### config.mk
export PLATFORM = sky130hd
export DESIGN_NAME = uart_tx_engine_flat
export DESIGN_NICKNAME = d
export VERILOG_FILES = /design/src/rtl/uart_tx_if.sv /design/src/rtl/uart_tx_engine.sv /design/src/flat_wrapper.sv
export SDC_FILE = /design/constraint.sdc
export NUM_CORES = 1
export LEC_CHECK = 0
export CORE_ASPECT_RATIO = 0.6
export CORE_UTILIZATION = 55
export DETAILED_ROUTE_END_ITERATION = 8
export PLACE_DENSITY_LB_ADDON = 0.08
export SYNTH_ARGS = -nofsm -noshare
export SYNTH_HDL_FRONTEND = slang
export SYNTH_SLANG_ARGS = --single-unit
### constraint.sdc
create_clock -name clk -period 2.1 [get_ports clk]
set_input_delay 0.525 -clock clk [delete_from_list [all_inputs] [get_ports clk]]
set_output_delay 0.525 -clock clk [all_outputs]
set_load 0.02 [all_outputs]
### src/rtl/uart_tx_if.sv
// uart_tx_if: valid/ready byte handshake between a producer and uart_tx_engine
//   tx_data  [7:0] byte offered by the producer, sampled only on handshake
//   tx_valid       producer has a byte
//   tx_ready       engine accepts a byte this cycle
interface uart_tx_if;
  logic [7:0] tx_data;
  logic       tx_valid;
  logic       tx_ready;
  modport master (output tx_data, output tx_valid, input tx_ready);
  modport slave  (input tx_data, input tx_valid, output tx_ready);
endinterface

### src/rtl/uart_tx_engine.sv
// uart_tx_engine: 8N1/8N2 UART transmitter fed from a valid/ready byte interface
//   clk       30 MHz system clock
//   rst_n     asynchronous active-low reset; forces uart_tx high at once
//   tx_if     slave side of uart_tx_if (tx_data, tx_valid, tx_ready)
//   uart_cts  active-low clear-to-send, only used when UART_TX_CTS_EN is defined
//   uart_tx   registered serial line, idle high
//   busy      high from the accept edge until the last stop bit ends
// Optional feature: define UART_TX_CTS_EN to gate accepts with a synchronized uart_cts.
module uart_tx_engine #(
  parameter int CLKS_PER_BIT = 260,
  parameter int STOP_BITS    = 1
) (
  input  logic     clk,
  input  logic     rst_n,
  uart_tx_if.slave tx_if,
  input  logic     uart_cts,
  output logic     uart_tx,
  output logic     busy
);
  localparam int BW = (CLKS_PER_BIT > 1) ? $clog2(CLKS_PER_BIT) : 1;
  localparam logic [BW-1:0] BAUD_LAST = BW'(CLKS_PER_BIT - 1);
  localparam logic [2:0] STOP_LAST = 3'(STOP_BITS - 1);
  typedef enum logic [1:0] {IDLE, START, DATA, STOP} state_t;
  state_t        state_q, state_d;
  logic [BW-1:0] baud_q, baud_d;
  logic [2:0]    bit_q, bit_d;
  logic [7:0]    shift_q, shift_d;
  logic          tx_q, tx_d;
  logic          cts_clear;
  logic          accept;
  logic          bit_end;
`ifdef UART_TX_CTS_EN
  // Two-flop synchronizer; resets to "not clear" so nothing leaves before CTS is seen.
  logic cts_meta_q, cts_sync_q;
  always_ff @(posedge clk or negedge rst_n)
    if (!rst_n) begin
      cts_meta_q <= 1'b1;
      cts_sync_q <= 1'b1;
    end else begin
      cts_meta_q <= uart_cts;
      cts_sync_q <= cts_meta_q;
    end
  assign cts_clear = ~cts_sync_q;
`else
  logic unused_cts;
  assign unused_cts = uart_cts;
  assign cts_clear  = 1'b1;
`endif
  assign tx_if.tx_ready = (state_q == IDLE) & rst_n & cts_clear;
  assign accept         = tx_if.tx_valid & tx_if.tx_ready;
  assign bit_end        = baud_q == BAUD_LAST;
  assign uart_tx        = tx_q;
  assign busy           = state_q != IDLE;
  always_comb begin
    state_d = state_q;
    baud_d  = baud_q;
    bit_d   = bit_q;
    shift_d = shift_q;
    tx_d    = tx_q;
    if (state_q != IDLE) baud_d = bit_end ? '0 : baud_q + 1'b1;
    case (state_q)
      IDLE:
        if (accept) begin
          state_d = START;
          shift_d = tx_if.tx_data;
          baud_d  = '0;
          bit_d   = '0;
          tx_d    = 1'b0;
        end
      START:
        if (bit_end) begin
          state_d = DATA;
          tx_d    = shift_q[0];
        end
      DATA:
        // shift_q[0] is on the line; the next bit is already waiting in shift_q[1].
        if (bit_end) begin
          shift_d = shift_q >> 1;
          bit_d   = bit_q + 1'b1;
          tx_d    = shift_q[1];
          if (bit_q == 3'd7) begin
            state_d = STOP;
            bit_d   = '0;
            tx_d    = 1'b1;
          end
        end
      STOP:
        // bit_q counts stop bits here.
        if (bit_end) begin
          bit_d = bit_q + 1'b1;
          if (bit_q == STOP_LAST) begin
            state_d = IDLE;
            bit_d   = '0;
          end
        end
      default: state_d = IDLE;
    endcase
  end
  always_ff @(posedge clk or negedge rst_n)
    if (!rst_n) begin
      state_q <= IDLE;
      baud_q  <= '0;
      bit_q   <= '0;
      shift_q <= '0;
      tx_q    <= 1'b1;
    end else begin
      state_q <= state_d;
      baud_q  <= baud_d;
      bit_q   <= bit_d;
      shift_q <= shift_d;
      tx_q    <= tx_d;
    end
endmodule

### src/flat_wrapper.sv
// flat-port wrapper written by rule: the top's interface ports become plain ports
module uart_tx_engine_flat 
#(
  parameter int CLKS_PER_BIT = 260,
  parameter int STOP_BITS    = 1
)
  (clk, rst_n, uart_cts, uart_tx, busy, tx_if_tx_data, tx_if_tx_valid, tx_if_tx_ready);
  uart_tx_if tx_if_i ();
  input  logic clk;
  input  logic rst_n;
  input  logic uart_cts;
  output logic uart_tx;
  output logic busy;
  input wire logic [$bits(tx_if_i.tx_data)-1:0] tx_if_tx_data;
  input wire logic [$bits(tx_if_i.tx_valid)-1:0] tx_if_tx_valid;
  output wire logic [$bits(tx_if_i.tx_ready)-1:0] tx_if_tx_ready;
  assign tx_if_i.tx_data = tx_if_tx_data;
  assign tx_if_i.tx_valid = tx_if_tx_valid;
  assign tx_if_tx_ready = tx_if_i.tx_ready;
  uart_tx_engine #(.CLKS_PER_BIT(CLKS_PER_BIT), .STOP_BITS(STOP_BITS)) u_core (.clk(clk), .rst_n(rst_n), .tx_if(tx_if_i), .uart_cts(uart_cts), .uart_tx(uart_tx), .busy(busy));
endmodule
==> impl_results.md <==
- Run status: finished clean
- Startpoint class of the critical path: register
- Vias: 1105
- Mean Syn Cell Area: 10.3 sq um
- Diodes inserted: 0
- Setup violators final: 0
- Final core area utilization: 0.727
- Pre-antenna DRT Iters: 4
- Die area: 0.00265 sq mm
- Placed wire-length estimate: 2570 um
- Cells after Synth: 131
- First DRT Iteration DRCs: 70
- Netlist Area Pre-Place: 0.00135 sq mm
- First-pass GRT wire length: 5310 um
- Clock sinks: 23
- Post-synth net total: 152
- Post-synth top area share: 0.409
- Dpl cells: 181
- Max Fclk: 0.503 GHz
- CTS tree: yes
- Ys Warns: 0
- Filler Cells Inserted: 148
- Hold crit path type: register to register
- Initial antenna violation count: 0
- Max H-tree Level: 1
- Initial Util: 0.604
- Critical Path Most Common Cell: inv_1
- Worst-case clock buffer depth: 2
- Setup TNS: 0 ns
- Area Growth Syn to Fin: 20.5%
- Register area: 577 sq um
- Drt drc: 0
- Fin area: 0.00162 sq mm
- Synth top cells by count: dfrtp_1, nand2_1, ha_1
- Clk pin slew, worst setup/hold paths: 0.08 ns
- Cts hold-fix bufs: 0
- Via density per instance: 5.97
- Yosys top cell by area: dfrtp_1
- Worst VDD drop: 359 uV
- Chip Width: 65.8 um
- Critical path capture point type: primary output
- Hold_ws: 0.511 ns
- Chip height: 40.3 um
- Rel. slew slack: 0.609
- Detailed Route WL: 3290 um
- Num rows: 13
- Area of the multi-input gates: 732 sq um
- Total grt overflow: 0
- Worst slew pin tran: 0.587 ns
- Ys async rst share: 1.00
- Share of post-route cells with drive strength above 1: 0.174
- Vias in the first global route: 1131
- Worst Skew: 0.00525 ns
- Count leader, synth: dfrtp_1
- Worst EP arrival: 1.46 ns
- Final Slew Violations: 0
- Antenna viol nets, final: 0
- GRT Overall Usage: 0.293
- Number of synthesized flops with an enable pin: 0
- CP peak stage delay: 0.39 ns
- Netlist cell types: 42
- Clk root buf: clkbuf_8
- Placed cell area: 0.00158 sq mm
- Io pins: 15
- Per-cell routed wire length: 17.8 um
- Final hold vios: 0
- Clk_lat worst skew: 0.27 ns
- Port bufs: 13
- Post-synthesis sequential area ratio: 0.429
- Primary FF master, synth: dfrtp_1
- CP Data Required Time: 1.57 ns
- CP Max Fanout: 5
- Final Wtd Congestion: 0.833
- CP max stage cell: dfrtp_1
- Crit path kind: register to primary output
- RSZ-0062 raised after global routing: false
- Synth area leaders: dfrtp_1, ha_1, o22a_1
- MaxCap Viol Count: 0
- Core Footprint: 0.00223 sq mm
- Period Utilization, post-route: 0.947
- Post-Layout Cell Count: 185
- Seq cells post-synth: 23
- Number of setup buffers added after CTS: 0
- Post-layout min period: 1.99 ns
- CTS buffer count: 3
- Fin nets: 177
- Cell Chain, Critical Path: inv_1 -> ha_1 -> inv_1 -> dlygate4sd2_1
- Lkg Pwr: 0.691 nW
- Pwr/cell area: 476 mW/mm^2
- Pin count of the biggest net entering global routing: 19
[cells in the final DEF (no fill, tap or decap), drive strengths merged, types with 3 or more instances in the layout]
master / Yosys / layout
nand3: 3 / 3
nor2: 7 / 7
inv: 6 / 6
clkdlybuf4s50: 0 / 11
mux2: 3 / 3
a21oi: 8 / 8
o22a: 7 / 7
o21ai: 8 / 8
nand2: 12 / 12
dfrtp: 22 / 22
buf: 2 / 11
ha: 9 / 9
clkbuf: 2 / 5
nand2b: 3 / 3
o21a: 7 / 7
[cells by family (layout without fill, tap and decap cells)]
| logic type | after synthesis | in the layout | share of synthesized area |
|---|---|---|---|
| compound gates | 43 | 43 | 0.227 |
| xor+xnor | 3 | 3 | 0.0195 |
| fa+ha+maj | 9 | 9 | 0.0837 |
| buf+inv | 10 | 34 | 0.0307 |
| flops | 23 | 23 | 0.429 |
| mux | 5 | 5 | 0.0428 |
| simple gates | 38 | 38 | 0.167 |
[routing by layer]
metal  share of wire  GRT usage  vias to the layer above  wire length [um]
met3           0.067     0.0966                        8               222
met2            0.45      0.464                       39              1490
li1                -          -                      520                 -
met1            0.47      0.368                      538              1540
met4           0.013      0.147                        0                43
met5               0          0                        -                 0
[what timing repair did]
| action | in CTS | in global routing |
|---|---|---|
| pin swaps | 0 | 0 |
| setup endpoints to repair | 2 | 8 |
| resized for setup | 2 | 3 |
[worst paths after layout]
path,slack [ns],depth (start not counted),startpoint,endpoint
setup reg to reg,0.13,5,u_core.baud_q[0]$_DFF_PN0_,u_core.bit_q[0]$_DFFE_PN0P_
hold reg to reg,0.51,1,u_core.shift_q[4]$_DFFE_PN0P_,u_core.shift_q[4]$_DFFE_PN0P_
max in group asynchronous,1.13,2,rst_n,u_core.uart_tx$_DFFE_PN1P_
setup / recovery,0.11,4,u_core.state_q[0]$_DFFE_PN0P_,busy
hold / removal,0.51,1,u_core.shift_q[4]$_DFFE_PN0P_,u_core.shift_q[4]$_DFFE_PN0P_
min in group asynchronous,0.64,2,rst_n,u_core.baud_q[4]$_DFF_PN0_
[power breakdown]
group          internal, mW  leakage (nW)  total [mW]  switching, mW
clock                 0.136        0.0228       0.278          0.142
sequential            0.449         0.260       0.454        0.00432
combinational        0.0241         0.407      0.0394         0.0153
total                 0.609         0.691       0.771          0.162
[layout make-up]
cell class | instances | share of cell area
tap | 30 | 0.0232
inverter | 6 | 0.0139
clock buffer | 4 | 0.0278
sequential | 23 | 0.356
multi-input combinational | 98 | 0.452
timing repair buffer | 24 | 0.127
[through the flow]
step | power, mW | setup slack, ns
floorplan | 0.468 | 0.267
global placement | 0.500 | -0.258
detailed placement | 0.502 | -0.254
CTS | 0.778 | 0.00792
global route | 0.797 | 0.00474
finish | 0.771 | 0.112
[state kept, by name (all words and copies together) (netlist names)]
name,flops
u_core.state_q,2
u_core.shift_q,8
u_core.bit_q,3
u_core.baud_q,9
u_core.uart_tx,1
[worst max-delay path: cells and delay by family (launching register included)]
family                   cells  cell delay (ns)
buffers and inverters        3             0.56
flip-flops                   1             0.39
adder cells (fa/ha/maj)      1             0.25
(Power assumes the default switching activity.)
